## src/rtl/sumlatch_uart_pkg.sv

```systemverilog
// Shared types and constants for the sum-latch UART receiver.
// Build option: UART_RX_PARITY_EN adds the PARITY state (8E1 frames).
package sumlatch_uart_pkg;

   localparam int DATA_BITS = 8;

   typedef enum logic [2:0] {
      ST_IDLE      = 3'd0,
      ST_START     = 3'd1,
      ST_DATA      = 3'd2,
`ifdef UART_RX_PARITY_EN
      ST_PARITY    = 3'd3,
`endif
      ST_STOP      = 3'd4,
      ST_WAIT_IDLE = 3'd5
   } rx_state_e;

   function automatic int clks_per_bit(input int clk_freq, input int baud_rate);
      return clk_freq / baud_rate;
   endfunction

endpackage

```

## src/rtl/sumlatch_uart_rx_if.sv

```systemverilog
// Receiver-to-consumer bundle: byte output, status flags and the ready input.
// Handshake: rx_data is valid while rx_valid=1 and is held stable until an edge
// with rx_valid=1 and rx_ready=1 consumes it; rx_valid never depends on rx_ready.
interface sumlatch_uart_rx_if;
   logic       rx_ready;
   logic [7:0] rx_data;
   logic       rx_valid;
   logic       rx_busy;
   logic       frame_err;
   logic       overrun;
   logic       parity_err;

   modport master (
      input  rx_ready,
      output rx_data, rx_valid, rx_busy, frame_err, overrun, parity_err
   );

   modport slave (
      output rx_ready,
      input  rx_data, rx_valid, rx_busy, frame_err, overrun, parity_err
   );
endinterface

```

## src/rtl/sumlatch_uart_rx_sync.sv

```systemverilog
// Two-flop synchronizer for asynchronous active-low/idle-high inputs.
// Resets to 1 so a reset never looks like a falling edge.
module uart_rx_sync (
   input  logic clk,
   input  logic reset,
   input  logic d,
   output logic q
);
   logic meta;

   always_ff @(posedge clk) begin
      if (reset) begin
         meta <= 1'b1;
         q    <= 1'b1;
      end else begin
         meta <= d;
         q    <= meta;
      end
   end
endmodule

```

## src/rtl/sumlatch_uart_rx.sv

```systemverilog
// 8N1 UART receiver with mid-bit sampling and a one-entry valid/ready output.
// Build option: UART_RX_PARITY_EN selects 8E1 frames and enables parity_err.
module sumlatch_uart_rx
   import sumlatch_uart_pkg::*;
#(
   parameter int CLK_FREQ  = 10_000_000,
   parameter int BAUD_RATE = 9600
) (
   input  logic               clk,
   input  logic               reset,
   input  logic               uart_rxd,
   sumlatch_uart_rx_if.master rx,
   output rx_state_e          dbg_state
);
   localparam int CLKS_PER_BIT = clks_per_bit(CLK_FREQ, BAUD_RATE);
   localparam int CW = $clog2(CLKS_PER_BIT);
   localparam logic [CW-1:0] HALF_M1 = CW'(CLKS_PER_BIT / 2 - 1);
   localparam logic [CW-1:0] FULL_M1 = CW'(CLKS_PER_BIT - 1);
   localparam logic [2:0]    LAST_BIT = 3'(DATA_BITS - 1);

   logic          rxd_s;
   rx_state_e     state, state_n;
   logic [CW-1:0] cnt, cnt_n;
   logic [2:0]    bit_cnt, bit_n;
   logic [7:0]    shreg, shreg_n;
   logic          par_bad, par_bad_n;
   logic          stop_good, frame_hit, par_hit;
   logic [7:0]    data_q;
   logic          valid_q, fe_q, ov_q, pe_q;

   uart_rx_sync u_sync (.clk(clk), .reset(reset), .d(uart_rxd), .q(rxd_s));

   always_ff @(posedge clk) begin
      if (reset) begin
         state   <= ST_IDLE;
         cnt     <= '0;
         bit_cnt <= '0;
         shreg   <= '0;
         par_bad <= 1'b0;
      end else begin
         state   <= state_n;
         cnt     <= cnt_n;
         bit_cnt <= bit_n;
         shreg   <= shreg_n;
         par_bad <= par_bad_n;
      end
   end

   always_comb begin
      state_n   = state;
      cnt_n     = cnt + CW'(1);
      bit_n     = bit_cnt;
      shreg_n   = shreg;
      par_bad_n = par_bad;
      stop_good = 1'b0;
      frame_hit = 1'b0;
      par_hit   = 1'b0;
      case (state)
         ST_IDLE: begin
            cnt_n     = '0;
            bit_n     = '0;
            par_bad_n = 1'b0;
            if (!rxd_s) state_n = ST_START;
         end
         ST_START: begin
            // A start bit that is high again at mid-bit was only a glitch.
            if (cnt == HALF_M1) begin
               cnt_n   = '0;
               state_n = rxd_s ? ST_IDLE : ST_DATA;
            end
         end
         ST_DATA: begin
            if (cnt == FULL_M1) begin
               cnt_n   = '0;
               shreg_n = {rxd_s, shreg[7:1]};
               bit_n   = bit_cnt + 3'd1;
`ifdef UART_RX_PARITY_EN
               if (bit_cnt == LAST_BIT) state_n = ST_PARITY;
`else
               if (bit_cnt == LAST_BIT) state_n = ST_STOP;
`endif
            end
         end
`ifdef UART_RX_PARITY_EN
         ST_PARITY: begin
            if (cnt == FULL_M1) begin
               cnt_n     = '0;
               par_bad_n = (rxd_s != ^shreg);
               state_n   = ST_STOP;
            end
         end
`endif
         ST_STOP: begin
            if (cnt == FULL_M1) begin
               cnt_n = '0;
               if (!rxd_s) begin
                  frame_hit = 1'b1;
                  state_n   = ST_WAIT_IDLE;
               end else if (par_bad) begin
                  par_hit = 1'b1;
                  state_n = ST_IDLE;
               end else begin
                  stop_good = 1'b1;
                  state_n   = ST_IDLE;
               end
            end
         end
         ST_WAIT_IDLE: begin
            cnt_n = '0;
            if (rxd_s) state_n = ST_IDLE;
         end
         default: state_n = ST_IDLE;
      endcase
   end

   // A byte landing on the same edge the old one is consumed replaces it.
   always_ff @(posedge clk) begin
      if (reset) begin
         data_q  <= 8'h00;
         valid_q <= 1'b0;
         fe_q    <= 1'b0;
         ov_q    <= 1'b0;
         pe_q    <= 1'b0;
      end else begin
         fe_q <= frame_hit;
         pe_q <= par_hit;
         ov_q <= 1'b0;
         if (stop_good) begin
            if (!valid_q || rx.rx_ready) begin
               data_q  <= shreg;
               valid_q <= 1'b1;
            end else begin
               ov_q <= 1'b1;
            end
         end else if (valid_q && rx.rx_ready) begin
            valid_q <= 1'b0;
         end
      end
   end

   assign rx.rx_data   = data_q;
   assign rx.rx_valid  = valid_q;
   assign rx.rx_busy   = (state != ST_IDLE);
   assign rx.frame_err = fe_q;
   assign rx.overrun   = ov_q;
`ifdef UART_RX_PARITY_EN
   assign rx.parity_err = pe_q;
`else
   assign rx.parity_err = 1'b0;
`endif
   assign dbg_state = state;
endmodule

```

## src/flat_wrapper.sv

```systemverilog
// flat-port wrapper written by rule: the top's interface ports become plain ports
module sumlatch_uart_rx_flat import sumlatch_uart_pkg::*;
#(
   parameter int CLK_FREQ  = 10_000_000,
   parameter int BAUD_RATE = 9600
)
  (clk, reset, uart_rxd, dbg_state, rx_rx_ready, rx_rx_data, rx_rx_valid, rx_rx_busy, rx_frame_err, rx_overrun, rx_parity_err);
  sumlatch_uart_rx_if rx_i ();
  input  logic clk;
  input  logic reset;
  input  logic uart_rxd;
  output rx_state_e dbg_state;
  input wire logic [$bits(rx_i.rx_ready)-1:0] rx_rx_ready;
  output wire logic [$bits(rx_i.rx_data)-1:0] rx_rx_data;
  output wire logic [$bits(rx_i.rx_valid)-1:0] rx_rx_valid;
  output wire logic [$bits(rx_i.rx_busy)-1:0] rx_rx_busy;
  output wire logic [$bits(rx_i.frame_err)-1:0] rx_frame_err;
  output wire logic [$bits(rx_i.overrun)-1:0] rx_overrun;
  output wire logic [$bits(rx_i.parity_err)-1:0] rx_parity_err;
  assign rx_i.rx_ready = rx_rx_ready;
  assign rx_rx_data = rx_i.rx_data;
  assign rx_rx_valid = rx_i.rx_valid;
  assign rx_rx_busy = rx_i.rx_busy;
  assign rx_frame_err = rx_i.frame_err;
  assign rx_overrun = rx_i.overrun;
  assign rx_parity_err = rx_i.parity_err;
  sumlatch_uart_rx #(.CLK_FREQ(CLK_FREQ), .BAUD_RATE(BAUD_RATE)) u_core (.clk(clk), .reset(reset), .uart_rxd(uart_rxd), .rx(rx_i), .dbg_state(dbg_state));
endmodule
```

## config.mk

```make
export PLATFORM = sky130hd
export DESIGN_NAME = sumlatch_uart_rx_flat
export DESIGN_NICKNAME = d
export VERILOG_FILES = /design/src/rtl/sumlatch_uart_pkg.sv /design/src/rtl/sumlatch_uart_rx_if.sv /design/src/rtl/sumlatch_uart_rx_sync.sv /design/src/rtl/sumlatch_uart_rx.sv /design/src/flat_wrapper.sv
export SDC_FILE = /design/constraint.sdc
export NUM_CORES = 1
export LEC_CHECK = 0
export CORE_ASPECT_RATIO = 0.75
export CORE_MARGIN = 2
export CORE_UTILIZATION = 54
export CTS_BUF_LIST = sky130_fd_sc_hd__clkbuf_16
export DETAILED_ROUTE_END_ITERATION = 12
export PLACE_DENSITY = 0.78
export SETUP_SLACK_MARGIN = 0.05
export SYNTH_ARGS = -nofsm -noshare
export SYNTH_HDL_FRONTEND = slang
export SYNTH_SLANG_ARGS = --single-unit
```

## constraint.sdc

```tcl
create_clock -name clk -period 2.8 [get_ports clk]
set_input_delay 0.7 -clock clk [delete_from_list [all_inputs] [get_ports clk]]
set_output_delay 0.7 -clock clk [all_outputs]
set_load 0.005 [all_outputs]
```

* Word level (Yosys, flattened, before mapping)
Cells that the tools add are included.
** Storage, ports and cells
- Bits in registers :: 38
- Bits in latches :: 0
- Bits in writable memories :: 0
- Memory bits (read-only) :: 0
- Input bits :: 4
- Logic and storage cells :: 67
- Memories :: 0
** Cells by class
- Add/sub/neg operators :: 2
- Multipliers :: 0
- Divide/modulo/power cells :: 0
- Magnitude comparators :: 0
- Equality and inequality tests :: 14
- Shift-type cells :: 0
- Multiplexer cells :: 22
- Bitwise gates (word level) :: 3
- Reductions and logical operators :: 16
** Operators by type and width (number)
- one-hot mux 11 bit (3 select lines) :: 1
- two-way mux 3 bit :: 8
- two-way mux 11 bit :: 2
- one-hot mux 3 bit (5 select lines) :: 1
- adder 11 x 1 -> 11 bit (second input constant) :: 1
- == test 11 x 10 -> 1 bit (second input constant) :: 1
- == test 11 bit (second input constant) :: 1
- == test 3 bit (second input constant) :: 3
- two-way mux 1 bit :: 8
- != test 2 x 1 -> 1 bit (second input constant) :: 4
- AND reduction 2 bit :: 4
- != test 2 bit (second input constant) :: 3
- one-hot mux 3 bit (2 select lines) :: 1
- AND reduction 6 bit :: 1
- OR reduction 2 bit :: 3
- nonzero test 2 bit :: 2
- adder 3 x 1 -> 3 bit (second input constant) :: 1
- == test 3 x 1 -> 1 bit (second input constant) :: 1
- == test 3 x 2 -> 1 bit (second input constant) :: 1
- zero test 3 bit :: 1
- NOT 1 bit :: 3
- nonzero test 3 bit :: 1
- OR reduction 3 bit :: 1
- two-way mux 2 bit :: 1
- other kinds (3) :: 3

* Depth between registers and ports, before layout
Gate-level depths: netlist of run 1.
- Depth after elaboration :: 5
- Depth in mapped cells :: 8
- Mapped depth without buffers :: 7

* Modules after synthesis
From an unflattened synthesis of run 1, not the netlist that was laid out.
** Second synthesis, totals
- Cells, all modules :: 179
- Area total of the unflattened synthesis :: 1677.9 µm²
** Modules (own cells, without submodules)
- sumlatch_uart_rx :: instances 1, cells an instance 175, area each 1625.3 µm², seq. area each 720.7 µm²
- uart_rx_sync :: instances 1, cells an instance 4, area each 52.6 µm², seq. area each 40.0 µm²

* Least setup slack after synthesis of run 1
Ideal clock, no wire load.
- Kind :: register to register
- Start :: register u_core.cnt[3]
- End :: register u_core.shreg[7]
- Setup time :: 0.128 ns
- Arrival :: 1.868 ns
- Required time :: 2.672 ns
- Path slack :: 0.804 ns
- Cell stages (with the launch flop) :: 7
- Buffers on the path :: 1
- Clock period less this slack :: 1.996 ns
- Path through :: dfxtp_1 or4_4 nor4_4 and3_1 buf_6 mux2i_1 nor2_1
** Between the ends
- Longest elaborated chain between the ends :: 2
** Ends and longest elaborated chain
- from (decl) :: RTL line sumlatch_uart_rx.sv:23 : logic [CW-1:0] cnt, cnt_n;
- from (signal assigned) :: RTL line sumlatch_uart_rx.sv:42 : cnt <= cnt_n;
- == test 11 bit :: RTL line sumlatch_uart_rx.sv:73 : if (cnt == FULL_M1) begin
- AND reduction 2 bit (no source line)
- to (signal assigned) :: RTL line sumlatch_uart_rx.sv:44 : shreg <= shreg_n;
- to (decl) :: RTL line sumlatch_uart_rx.sv:25 : logic [7:0] shreg, shreg_n;
Every way passes these cells.
A chain may end at the register's enable or synchronous reset.

* Final worst setup path of run 1
- Start :: register u_core.state[2] (netlist: u_core.dbg_state[2])
- End :: output rx_rx_busy
** Between the ends
- Longest elaborated chain between the ends :: 1
** Ends and longest elaborated chain
- from (decl) :: RTL line sumlatch_uart_rx.sv:22 : rx_state_e state, state_n;
- from (signal assigned) :: RTL line sumlatch_uart_rx.sv:41 : state <= state_n;
- nonzero test 3 bit :: RTL line sumlatch_uart_rx.sv:143 : assign rx.rx_busy = (state != ST_IDLE);
- to (decl) :: RTL line flat_wrapper.sv:16 : output wire logic [$bits(rx_i.rx_busy)-1:0] rx_rx_busy;
Every way passes these cells.

==> out/summary.txt, run 1 <==
status: finished, final reports clean
Reg power frac: 0.385
First DRT Iteration DRCs: 117
worst min path class: flip-flop to flip-flop
hold buffer count at cts: 0
gr usage total: 0.217
Sw Pwr: 321 uW
WP data required: 2.10 ns
proportion of power drawn by the clock network: 0.503
Syn. warnings: 0
period utilization: 0.854
WP buf/inv: 1
# fillers: 220
DP Area: 1870 um2
cell family with most CP delay: simple AND/OR/NAND/NOR gates
TritonCTS clock tree: done
Worst setup EP type: output pin
crit path time final: 2.39 ns
Hold Path Origin: u_core.u_sync.meta
CP max stage delay: 0.52 ns
total CTS buffers: 5
Total Power: 1.45 mW
DRC violations left: 0
clk buf depth: 2
cells on worst reg2reg path: 5
final worst setup slack: 0.409 ns
proportion of layout cells with a drive suffix above 1: 0.0962
TritonRoute pass-1 iters: 4
Switching Fraction: 0.221
maximum vdd drop: 605 uV
Leakage: 0.794 nW
worst hold path stage count: 1
Final Util: 0.702
Via density: 5.51
port bufs: 18
r2r setup slk: 0.54 ns
Synth cell types: 41
via count: 1355
top_reg_cell synth: dfxtp_1
initial antenna violation count: 0
PwrDens: 705 nW/um2
Worst Hold Endpoint: u_core.u_sync.q
EDFF count, synth: 0
CP cell instances: or3_1 > clkdlybuf4s50_1
Slew Viols, Final: 0
Core Area: 2940 um2
cell area after layout: 2060 um2
achievable frequency: 418 MHz
reg-to-reg endpoint: u_core.shreg[7]
first-pass GRT wire length: 5510 um
cell count along the critical path: 2
sequential share of the synthesized area: 0.456
CTS resizes: 0
Mapped Area: 1670 um2
CP max FO: 9
GR Overflow Total: 0
setup slack at placement: 0.559 ns
Hold Fails Final Rpt: 0
worst skew pair latency: 0.28 ns
nets: 215
FF+latch count, synth: 38
clk_skew: 0.00211 ns
Clock transition at path regs: 0.06 ns
Setup CP Type: flip-flop to output pin
Int Power: 1.13 mW
Post CTS Setup Buffer Count: 0
unrepaired setup endpoints after global routing: no
worst r2r src: u_core.cnt[3]
Placer Congestion: 0.840
vias in the first global route: 1240
hpwl dp: 2250 um
ANT cells: 0
final wirelength: 3330 um
final setup TNS: 0 ns
synthesized net count: 197
Syn Area/Cell: 8.82 um2
ys async rst share: 0
die width: 68.2 um
pin count of the biggest net entering global routing: 24
post-detailed-route count of antenna-violating nets: 0
Cell Rows: 17
CTS HTree Levels: 2
detailed-route wire length per cell: 13.5 um
die area: 3550 um2
Max Cap Viol: 0
synthesis-to-finish area growth: 23.6%
starting density of the core: 0.568
Die Ht: 52.1 um
CTS Sinks: 38
cells after synthesis: 189
final setup violation count: 0
number of top-level pins: 20
CP max stage cell: or3_1
crit start category: flip-flop
Root Buffer: clkbuf_16
Worst Path Arrival: 1.69 ns
combinational fraction of design power: 0.112
==> power groups by stage <==
stage	Combinational [mW]	Clock [mW]	Sequential (mW)
final	0.163	0.731	0.560
after floorplan	0.102	0	0.571
after detailed placement	0.158	0	0.571
after global placement	0.155	0	0.571
after CTS	0.161	0.741	0.560
after global routing	0.178	0.767	0.562
==> through the flow <==
step | hold slack (ns) | std cells
2_1_floorplan | 0.389 | 189
3_3_place_gp | 0.400 | 238
3_5_place_dp | 0.405 | 238
4_1_cts | 0.427 | 246
5_1_grt | 0.435 | 246
6_report | 0.424 | 246
==> layout make-up <==
cell class | count | area [um2] | area share
multi-input combinational | 134 | 827 | 0.401
clock buffer | 5 | 125 | 0.0607
tap | 38 | 47.5 | 0.0231
inverter | 6 | 22.5 | 0.0109
clock inverter | 3 | 68.8 | 0.0334
timing repair buffer | 22 | 210 | 0.102
sequential | 38 | 761 | 0.369
==> layout by cell type, fill, tap and decap left out, drive strengths merged, types with 2 or more instances in the layout <==
cell,n
nand4b,2
nor4,2
nand2b,3
nand3,10
nor2,29
bufinv,2
nand4,2
a21oi,13
and3,3
nor3,4
nand2,23
clkdlybuf4s50,18
xnor2,6
or2,3
buf,4
dfxtp,38
mux2i,9
o31ai,2
inv,6
clkbuf,5
ha,4
xor2,4
==> cell usage after synthesis (3+ instances only) <==
| cell type | instances | area [um2] |
|---|---|---|
| dfxtp_1 | 38 | 761 |
| nor2_1 | 29 | 109 |
| nand2_1 | 23 | 86.3 |
| a21oi_1 | 13 | 65.1 |
| mux2i_1 | 9 | 90.1 |
| nand3_1 | 9 | 45.0 |
| clkbuf_1 | 7 | 26.3 |
| inv_1 | 6 | 22.5 |
| xnor2_1 | 6 | 52.6 |
| ha_1 | 4 | 50.1 |
| nor3_1 | 4 | 20.0 |
| xor2_1 | 4 | 35.0 |
| and3_1 | 3 | 18.8 |
| nand2b_1 | 3 | 18.8 |
| or2_2 | 3 | 18.8 |
==> per-layer routing <==
layer	GRT usage	vias to the layer above	part of all wire	wire (um)
met4	0.0867	0	0.016	54
met1	0.267	637	0.47	1550
met2	0.337	32	0.47	1570
li1	-	678	-	-
met3	0.0866	8	0.045	151
met5	0	-	0	0
==> worst max-delay path by stage <==
stage / startpoint / slack (ns) / endpoint
2_1_floorplan: u_core.cnt[3] / 0.80 / u_core.shreg[7]
3_3_place_gp: u_core.cnt[3] / 0.61 / u_core.shreg[7]
3_5_place_dp: u_core.cnt[3] / 0.56 / u_core.shreg[7]
4_1_cts: u_core.dbg_state[2] / 0.41 / rx_rx_busy
5_1_grt: u_core.cnt[3] / 0.34 / u_core.shreg[7]
6_report: u_core.dbg_state[2] / 0.41 / rx_rx_busy
==> sequential cells by signal (all words and copies together), names as in the netlist <==
register             cells
u_core.rx.overrun        1
u_core.cnt              11
u_core.rx.frame_err      1
u_core.rx.rx_data        8
u_core.dbg_state         3
u_core.shreg             8
u_core.u_sync.q          1
u_core.bit_cnt           3
u_core.rx.rx_valid       1
u_core.u_sync.meta       1
==> worst reg2reg max path: cells and delay by family (launching register included) <==
family / cells / cell delay [ns]
mux: 1 / 0.24
flops: 1 / 0.35
simple gates: 4 / 1.57
==> logic make-up (layout without fill, tap and decap cells) <==
logic type                 count (synthesis)  in the layout  share of synthesized area
xor gates and xnor gates                  10             10                     0.0525
DFF                                       38             38                      0.456
other                                      1              1                    0.00225
muxes                                      9              9                     0.0540
buffers and inverters                     17             36                     0.0480
and+or+nand+nor                           86             86                      0.264
AOI/OAI and AO/OA                         24             24                     0.0930
adders and majority gates                  4              4                     0.0300
Power figures use the tool's default switching activity.
==> inputs of run 2 (changes only) <==
--- a/config.mk
+++ b/config.mk
@@ -5,6 +5,7 @@
 export SDC_FILE = /design/constraint.sdc
 export NUM_CORES = 1
 export LEC_CHECK = 0
+export CAP_MARGIN = 5
 export CORE_ASPECT_RATIO = 0.75
 export CORE_MARGIN = 2
 export CORE_UTILIZATION = 54
==> results of run 2 <==
Same layout as run 1: the final DEF is identical, and so are final timing and power.
==> inputs of run 3 (changes only) <==
--- a/config.mk
+++ b/config.mk
@@ -5,10 +5,11 @@
 export SDC_FILE = /design/constraint.sdc
 export NUM_CORES = 1
 export LEC_CHECK = 0
+export ABC_AREA = 1
 export CAP_MARGIN = 5
 export CORE_ASPECT_RATIO = 0.75
 export CORE_MARGIN = 2
-export CORE_UTILIZATION = 54
+export CORE_UTILIZATION = 55
 export CTS_BUF_LIST = sky130_fd_sc_hd__clkbuf_16
 export DETAILED_ROUTE_END_ITERATION = 12
 export PLACE_DENSITY = 0.78
==> out/summary.txt, run 3 <==
starting density of the core: 0.588 (was 0.568)
total CTS buffers: 5 (unchanged)
final setup violation count: 0 (unchanged)
CP max FO: 6 (was 9)
Mapped Area: 1750 um2 (was 1670 um2)
CP max stage cell: clkdlybuf4s50_1 (was or3_1)
crit start category: flip-flop (unchanged)
Worst Path Arrival: 1.45 ns (was 1.69 ns)
worst min path class: flip-flop to flip-flop (unchanged)
CP max stage delay: 0.51 ns (was 0.52 ns)
Placer Congestion: 0.857 (was 0.840)
clk buf depth: 2 (unchanged)
nets: 278 (was 215)
top cells by area, synth: dfxtp_1, nor2_1, nand2_1, inv_1, o21ai_0 (was dfxtp_1, nor2_1, mux2i_1, nand2_1, a21oi_1)
Final Util: 0.711 (was 0.702)
Leakage: 1.07 nW (was 0.794 nW)
first-pass GRT wire length: 5750 um (was 5510 um)
Synth top area share: 0.435 (was 0.456)
Slew Viols, Final: 0 (unchanged)
via count: 1518 (was 1355)
Synth top cells by count: nor2_1, nand2_1, dfxtp_1 (was dfxtp_1, nor2_1, nand2_1)
reg-to-reg endpoint: u_core.bit_cnt[0] (was u_core.shreg[7])
CTS HTree Levels: 2 (unchanged)
worst r2r src: u_core.cnt[0] (was u_core.cnt[3])
final wirelength: 3370 um (was 3330 um)
Worst setup EP type: output pin (unchanged)
Via density: 4.91 (was 5.51)
hpwl dp: 2350 um (was 2250 um)
unrepaired setup endpoints after global routing: no (unchanged)
crit path time final: 2.15 ns (was 2.39 ns)
CP cell instances: nor2_1 > nand2_1 > clkdlybuf4s50_1 (was or3_1 > clkdlybuf4s50_1)
GR Overflow Total: 0 (unchanged)
Cell Rows: 17 (unchanged)
final setup TNS: 0 ns (unchanged)
die area: 3650 um2 (was 3550 um2)
clk_skew: 0.00668 ns (was 0.00211 ns)
worst skew pair latency: 0.28 ns (about the same)
status: finished, final reports clean (unchanged)
sequential share of the synthesized area: 0.435 (was 0.456)
maximum vdd drop: 521 uV (was 605 uV)
die width: 69.1 um (was 68.2 um)
crit path from: u_core.dbg_state[1] (was u_core.dbg_state[2])
max reg flops: 11 (unchanged)
EDFF count, synth: 0 (unchanged)
port bufs: 18 (unchanged)
period utilization: 0.768 (was 0.854)
Clock transition at path regs: 0.06 ns (about the same)
WP data required: 2.10 ns (about the same)
Largest Register: u_core.cnt (unchanged)
cell area after layout: 2120 um2 (was 2060 um2)
Setup CP Type: flip-flop to output pin (unchanged)
PwrDens: 809 nW/um2 (was 705 nW/um2)
# fillers: 259 (was 220)
cells after synthesis: 249 (was 189)
post-detailed-route count of antenna-violating nets: 0 (unchanged)
synthesized net count: 257 (was 197)
Syn Area/Cell: 7.03 um2 (was 8.82 um2)
Die Ht: 52.9 um (was 52.1 um)
Max Cap Viol: 0 (unchanged)
cells on worst reg2reg path: 8 (was 5)
Hold Path Origin: u_core.u_sync.meta (unchanged)
Global Route met2 Usage: 0.314 (was 0.337)
DRC violations left: 0 (unchanged)
Synth cell types: 29 (was 41)
TritonRoute pass-1 iters: 6 (was 4)
FF+latch count, synth: 38 (unchanged)
top_reg_cell synth: dfxtp_1 (unchanged)
Total Power: 1.71 mW (was 1.45 mW)
GRT busiest layer: met2 (unchanged)
vias in the first global route: 1336 (was 1240)
gr usage total: 0.201 (was 0.217)
setup slack at placement: 0.804 ns (was 0.559 ns)
achievable frequency: 465 MHz (was 418 MHz)
Global Route met3 Usage: 0.0590 (was 0.0866)
most common cell after layout, fill and taps aside: nor2_1 (was dfxtp_1)
Synth area leader: dfxtp_1 (unchanged)
most instantiated library cell after synthesis: nor2_1 (was dfxtp_1)
initial antenna violation count: 0 (unchanged)
DP Area: 1950 um2 (was 1870 um2)
detailed-route wire length per cell: 10.9 um (was 13.5 um)
Worst Max-Slew Pin Slew: 0.707 ns
proportion of layout cells with a drive suffix above 1: 0.111 (was 0.0962)
First DRT Iteration DRCs: 147 (was 117)
end point of the critical path: rx_rx_busy (unchanged)
hold buffer count at cts: 0 (unchanged)
ANT cells: 0 (unchanged)
M1 GR Usage: 0.265 (was 0.267)
Hold Fails Final Rpt: 0 (unchanged)
pin count of the biggest net entering global routing: 28 (was 24)
r2r setup slk: 1.01 ns (was 0.54 ns)
final worst setup slack: 0.650 ns (was 0.409 ns)
TritonCTS clock tree: done (unchanged)
ys async rst share: 0 (unchanged)
relative slew slack: 0.527
Root Buffer: clkbuf_16 (unchanged)
Syn. warnings: 0 (unchanged)
CTS Sinks: 38 (unchanged)
synthesis-to-finish area growth: 20.9% (was 23.6%)
most frequent cells in the layout: nor2_1, nand2_1, dfxtp_1 (was dfxtp_1, nor2_1, nand2_1)
Core Area: 2980 um2 (was 2940 um2)
number of top-level pins: 20 (unchanged)
CTS resizes: 0 (unchanged)
Post CTS Setup Buffer Count: 0 (unchanged)
run 3: changes by cell type in the layout (fill, tap and decap cells not counted), sizes merged, moves of 5 or more:
cell,delta
a21oi,-7
inv,+34
mux2i,-9
nand2,+31
nand4,+6
nor2,+27
o21ai,+15
xnor2,-5
run 3: worst min path at each step:
stage	end	cells past startpoint
after floorplan	u_core.u_sync.q	1
after global placement	u_core.u_sync.q	1
after detailed placement	u_core.u_sync.q	1
after CTS	u_core.u_sync.q	1
after global routing	u_core.u_sync.q	1
final	u_core.u_sync.q	1
run 3: worst max-delay path, delay by kind of cell (launching register included):
kind | cells | cell delay (ns)
AND/OR/NAND/NOR | 2 | 0.23
flip-flops | 1 | 0.43
buffers and inverters | 1 | 0.51
run 3: area by class of cell:
| type | instances | area [um2] | area share |
|---|---|---|---|
| multi-input combinational | 165 | 801 | 0.378 |
| sequential | 38 | 761 | 0.360 |
| timing repair buffer | 19 | 188 | 0.0887 |
| inverter | 41 | 154 | 0.0727 |
| clock buffer | 5 | 125 | 0.0591 |
| tap | 38 | 47.5 | 0.0225 |
| clock inverter | 3 | 40.0 | 0.0189 |
run 3: power breakdown:
group / leakage [nW] / internal, mW / total [mW] / switching, mW
sequential: 0.307 / 0.572 / 0.609 / 0.0374
combinational: 0.678 / 0.179 / 0.472 / 0.294
clock: 0.0836 / 0.416 / 0.630 / 0.214
run 3: logic make-up after synthesis:
logic type,count (synthesis),synth area share
and+or+nand+nor,134,0.345
buffers and inverters,46,0.108
other,1,0.00214
adders and majority gates,4,0.0286
xor gates and xnor gates,2,0.0100
DFF,38,0.435
AOI/OAI and AO/OA,24,0.0715
run 3: per-stage QoR:
| step | cells | hold WS [ns] |
|---|---|---|
| floorplan | 249 | 0.389 |
| global placement | 301 | 0.405 |
| detailed placement | 301 | 0.403 |
| CTS | 309 | 0.415 |
| global route | 309 | 0.451 |
| finish | 309 | 0.413 |
run 3: routing by layer:
layer	vias up	routed length [um]
met3	6	205
li1	810	-
met1	659	1740
met2	43	1380
met5	-	0
met4	0	48
